<file path="config.mk">
export PLATFORM = sky130hd
export DESIGN_NAME = mem_access_sequencer
export DESIGN_NICKNAME = d
export VERILOG_FILES = /design/src/rtl/mem_access_sequencer.sv
export SDC_FILE = /design/constraint.sdc
export NUM_CORES = 1
export LEC_CHECK = 0
export ABC_AREA = 1
export CELL_PAD_IN_SITES_DETAIL_PLACEMENT = 0
export CELL_PAD_IN_SITES_GLOBAL_PLACEMENT = 2
export CORE_ASPECT_RATIO = 0.8
export CORE_UTILIZATION = 26
export DETAILED_ROUTE_END_ITERATION = 12
export GPL_TIMING_DRIVEN = 0
export HOLD_SLACK_MARGIN = 0.03
export PLACE_DENSITY = 0.88
export SETUP_SLACK_MARGIN = 0.4
export SLEW_MARGIN = 10
export SYNTH_ARGS = -nofsm -noshare
export SYNTH_HDL_FRONTEND = slang
export SYNTH_SLANG_ARGS = --single-unit
</file>
<file path="constraint.sdc">
create_clock -name clk -period 3.7 [get_ports clk]
set_clock_uncertainty 0.05 [all_clocks]
set_input_delay 0.37 -clock clk [delete_from_list [all_inputs] [get_ports clk]]
set_output_delay 0.37 -clock clk [all_outputs]
set_load 0.02 [all_outputs]
</file>
<file path="src/rtl/mem_access_sequencer.sv">
// Multi-cycle load/store sequencer between the CPU memory stage and a word-wide
// synchronous RAM: alignment check, lane extract/extend on loads, read-modify-write for sub-word stores.
module mem_access_sequencer #(
    parameter int ADDR_W = 11
) (
    input  logic              clk,
    input  logic              rst,
    input  logic              req_valid,
    input  logic              req_write,
    input  logic [31:0]       req_addr,
    input  logic [1:0]        req_size,
    input  logic              req_bitext,
    input  logic [31:0]       req_wdata,
    output logic              req_ready,
    output logic              rsp_valid,
    output logic [31:0]       rsp_rdata,
    output logic              rsp_fault,
    output logic              mem_en,
    output logic              mem_we,
    output logic [ADDR_W-1:0] mem_addr,
    output logic [31:0]       mem_wdata,
    input  logic [31:0]       mem_rdata
);

    typedef enum logic [2:0] {
        IDLE,
        RD_ISSUE,
        RD_DATA,
        WR_ISSUE,
        RESP
    } state_t;

    localparam logic [1:0] SZ_WORD = 2'b00;
    localparam logic [1:0] SZ_HALF = 2'b01;
    localparam logic [1:0] SZ_BYTE = 2'b10;

    state_t              state_q;
    logic [1:0]          off_q;
    logic [1:0]          size_q;
    logic                write_q;
    logic                bitext_q;
    logic [15:0]         wdata_q;
    logic                rsp_valid_q;
    logic                rsp_fault_q;
    logic [31:0]         rsp_rdata_q;
    logic                mem_en_q;
    logic                mem_we_q;
    logic [ADDR_W-1:0]   mem_addr_q;
    logic [31:0]         mem_wdata_q;

    logic                fault_d;
    logic [31:0]         ext_d;
    logic [31:0]         merge_d;
    logic                unused_addr_hi;

    // Upper address bits lie outside the RAM window and are deliberately dropped.
    assign unused_addr_hi = ^req_addr[31:ADDR_W+2];

    // Big-endian lanes: offset 0 is the most significant byte/half.
    function automatic logic [31:0] extract(input logic [31:0] w, input logic [1:0] off,
                                            input logic [1:0] size, input logic zext);
        logic [7:0]  b;
        logic [15:0] h;
        logic [31:0] r;
        case (off)
            2'd0:    b = w[31:24];
            2'd1:    b = w[23:16];
            2'd2:    b = w[15:8];
            default: b = w[7:0];
        endcase
        h = off[1] ? w[15:0] : w[31:16];
        case (size)
            SZ_BYTE: r = {{24{~zext & b[7]}}, b};
            SZ_HALF: r = {{16{~zext & h[15]}}, h};
            default: r = w;
        endcase
        return r;
    endfunction

    function automatic logic [31:0] merge(input logic [31:0] w, input logic [1:0] off,
                                          input logic [1:0] size, input logic [15:0] wd);
        logic [31:0] r;
        r = w;
        if (size == SZ_BYTE) begin
            case (off)
                2'd0:    r = {wd[7:0], w[23:0]};
                2'd1:    r = {w[31:24], wd[7:0], w[15:0]};
                2'd2:    r = {w[31:16], wd[7:0], w[7:0]};
                default: r = {w[31:8], wd[7:0]};
            endcase
        end else if (size == SZ_HALF) begin
            r = off[1] ? {w[31:16], wd} : {wd, w[15:0]};
        end
        return r;
    endfunction

    always_comb begin
        fault_d = 1'b0;
        case (req_size)
            SZ_WORD: fault_d = |req_addr[1:0];
            SZ_HALF: fault_d = req_addr[0];
            SZ_BYTE: fault_d = 1'b0;
            default: fault_d = 1'b1;
        endcase
    end

    assign ext_d   = extract(mem_rdata, off_q, size_q, bitext_q);
    assign merge_d = merge(mem_rdata, off_q, size_q, wdata_q);

    always_ff @(posedge clk) begin
        if (rst) begin
            state_q     <= IDLE;
            off_q       <= 2'b00;
            size_q      <= 2'b00;
            write_q     <= 1'b0;
            bitext_q    <= 1'b0;
            wdata_q     <= 16'h0;
            rsp_valid_q <= 1'b0;
            rsp_fault_q <= 1'b0;
            rsp_rdata_q <= 32'h0;
            mem_en_q    <= 1'b0;
            mem_we_q    <= 1'b0;
            mem_addr_q  <= '0;
            mem_wdata_q <= 32'h0;
        end else begin
            case (state_q)
                IDLE: begin
                    if (req_valid) begin
                        off_q       <= req_addr[1:0];
                        size_q      <= req_size;
                        write_q     <= req_write;
                        bitext_q    <= req_bitext;
                        wdata_q     <= req_wdata[15:0];
                        mem_addr_q  <= req_addr[ADDR_W+1:2];
                        rsp_rdata_q <= 32'h0;
                        if (fault_d) begin
                            rsp_valid_q <= 1'b1;
                            rsp_fault_q <= 1'b1;
                            state_q     <= RESP;
                        end else if (req_write && req_size == SZ_WORD) begin
                            mem_en_q    <= 1'b1;
                            mem_we_q    <= 1'b1;
                            mem_wdata_q <= req_wdata;
                            state_q     <= WR_ISSUE;
                        end else begin
                            // Loads and sub-word stores both start with a read.
                            mem_en_q <= 1'b1;
                            mem_we_q <= 1'b0;
                            state_q  <= RD_ISSUE;
                        end
                    end
                end
                RD_ISSUE: begin
                    mem_en_q <= 1'b0;
                    state_q  <= RD_DATA;
                end
                RD_DATA: begin
                    if (write_q) begin
                        mem_wdata_q <= merge_d;
                        mem_en_q    <= 1'b1;
                        mem_we_q    <= 1'b1;
                        state_q     <= WR_ISSUE;
                    end else begin
                        rsp_rdata_q <= ext_d;
                        rsp_valid_q <= 1'b1;
                        state_q     <= RESP;
                    end
                end
                WR_ISSUE: begin
                    mem_en_q    <= 1'b0;
                    mem_we_q    <= 1'b0;
                    rsp_valid_q <= 1'b1;
                    state_q     <= RESP;
                end
                RESP: begin
                    rsp_valid_q <= 1'b0;
                    rsp_fault_q <= 1'b0;
                    rsp_rdata_q <= 32'h0;
                    state_q     <= IDLE;
                end
                default: begin
                    mem_en_q    <= 1'b0;
                    mem_we_q    <= 1'b0;
                    rsp_valid_q <= 1'b0;
                    state_q     <= IDLE;
                end
            endcase
        end
    end

    assign req_ready = (state_q == IDLE);
    assign rsp_valid = rsp_valid_q;
    assign rsp_fault = rsp_fault_q;
    assign rsp_rdata = rsp_rdata_q;
    assign mem_en    = mem_en_q;
    assign mem_we    = mem_we_q;
    assign mem_addr  = mem_addr_q;
    assign mem_wdata = mem_wdata_q;

endmodule

</file>
==> metrics.txt <==
register area=2080 sq um; Pint=2.33 mW; initial core utilization=27.0%; Post-route DRC=0; max layer used=met4; Overflow after GRT=0; CTS tree=yes; Yosys reg bits=104; Post-Route WL=24300 um; Final Max Slew Viols=0; CP max FO=10; VDD IR max=0.209 mV; detailed placement HPWL=19400 um; Filler cells=2460; RSZ-0062 raised after global routing=false; # IOs=183; Least-Margin Pin Slew=636 ps; Max Cap Viol=0; die height=137 um; clock sinks=104; Buffers on Ports=163; routed length per instance=16.7 um; outcome=complete, no violations; Clock Latency Late Sink=350 ps; CP required=3880 ps; initial antenna violation count=0; min-delay worst type=reg2reg; FP Rows=48; Hold Startpoint=rsp_valid; clock slew seen by the registers of the worst setup and hold paths=80 ps; Final #Nets=1258; largest net degree at the start of global routing=17; Static Leakage=3.52 nW; top-area cell type share of the netlist area=35.2%; Mapped Area=5920 sq um; Arr. time, crit path=2520 ps; Post-synth EDFFs=0; postcts setup bufs=0; setup TNS=0 ps; Top FF cell, synth=dfxtp_1; dpl ws=1280 ps; syn nets=1084; r2r startpoint=size_q[0]; post-synthesis sequential area ratio=35.2%; average size of a mapped cell=6.04 sq um; met2 WL=10400 um; Combinational Power Share=40.1%; area occupied by multi-input gates=3280 sq um; Core ar.=21900 sq um; die area=23400 sq um; Num CTS Buffers=9; Via density=4.75; root buffer cell=clkbuf_16; Crit. End Element=flip-flop; sum of routed wire segments on met1=11800 um; Setup violations, final=0; Total GRT Usage=20.9%; vias=6925; 1st-iter DRT viols=552; area grow syn2layout=38.9%; setup ws final=1360 ps; Final ANT Viol Nets=0; share of cells above drive strength 1=4.58%; period utilization=63.2%; Final Hold Vio Count=0; Ys Warns=0; vias in the first global route=6518; slew margin rel.=57.6%; asr flop ratio synth=0%; sw frac=39.9%; overall power=3.88 mW; drt pass-1 iters=5; cts repair resizes=0; power per cell area=472 nW/um^2; # hold bufs at CTS=0; global-route wire length before repair=36700 um; Die W=171 um; switching power=1.55 mW; antenna cells=0; kind of critical path=reg2reg; Final Critical Period=2340 ps; crit path from=size_q[0]; fmax=0.428 GHz; Cells after Synth=979; unique cell type count in the Yosys netlist=25; Area contributors post-synth=dfxtp_1 (35%), nand2_1 (20%), a21oi_1 (11%); share of total power in the clock network=25.8%; sequential fraction of design power=34.0%; cell taking the most area after synthesis=dfxtp_1; H-tree depth=3; Met3 Routed Length=1800 um; CP startpoint kind=flip-flop; CTS max path bufs=2; Placer Congestion=0.906
==> through the flow <==
step	cells	hold slack, ps	instance area, sq um	util [%]
floorplan	979	394	5920	-
global placement	1442	389	7920	36.1
detailed placement	1442	388	7920	36.1
CTS	1458	403	8220	37.5
global route	1458	432	8220	37.5
finish	1458	403	8220	37.5
==> Yosys cell counts, types with 7 or more instances <==
library cell / n
nand2_1: 319
a21oi_1: 125
dfxtp_1: 104
o21ai_0: 104
nor2_1: 98
inv_1: 66
nand3_1: 57
clkbuf_1: 37
buf_2: 15
o211ai_1: 9
a22oi_1: 7
inv_2: 7
==> worst max-delay path, stage by stage, from the launching register on <==
cell and delay (ps):
dfxtp_1 360, inv_1 50, ha_1 290, clkbuf_1 180, inv_1 290, clkbuf_1 460, o21ai_0 160, a21oi_1 140
nand2_1 80, nand2_1 90, a21oi_1 60
==> flip-flops by register name, summed over array words and instances (netlist names) <==
register,flops
write_q,1
state_q,3
rsp_rdata,32
rsp_valid,1
off_q,2
wdata_q,16
mem_en,1
bitext_q,1
mem_wdata,32
mem_addr,11
rsp_fault,1
size_q,2
mem_we,1
==> cell usage in the layout, fill, tap and decap left out, drive strengths merged <==
master,instances
nand4,2
nand3,59
clkinv,4
o211ai,9
a21oi,125
a22oi,7
clkdlybuf4s50,163
nor3,2
nand2,322
dfxtp,104
o21ai,109
clkbuf,49
nor2,103
bufinv,1
buf,23
ha,2
inv,74
==> path summary, 6_finish.rpt <==
kind	cells after the start	slack, ps	to
worst min-delay path	2	400	rsp_valid
worst min register to register	2	400	rsp_valid
worst max register to register	10	1360	rsp_rdata[6]
worst max-delay path	10	1360	rsp_rdata[6]
==> area by class of cell <==
cell class	count	area share, %
Clock buffer	11	2.95
Tap cell	300	4.57
Buffer	61	3.30
Clock inverter	5	0.655
Multi-Input combinational cell	740	40.0
Sequential cell	104	25.3
Timing Repair Buffer	163	19.9
Inverter	74	3.38
==> routing by layer <==
metal / global-route usage (%) / up-vias
met5: 0 / -
met3: 5.03 / 25
met4: 5.21 / 0
li1: - / 3504
met1: 29.2 / 3169
met2: 32.1 / 227
==> power groups by stage <==
stage	registers, mW	clock network (mW)	logic, mW
after floorplan	1.43	0	0.855
after global placement	1.35	0	1.55
after detailed placement	1.35	0	1.55
after CTS	1.32	1.02	1.55
after global routing	1.34	1.07	1.72
final	1.32	1.00	1.56
==> cell families after synthesis <==
kind of cell    count (synthesis)  synth area share (%)
buf+inv                       135                  9.28
flops                         104                  35.2
simple gates                  488                  33.3
fa+ha+maj                       2                 0.423
compound gates                250                  21.8
No activity file was read; power rests on OpenSTA's default activity.
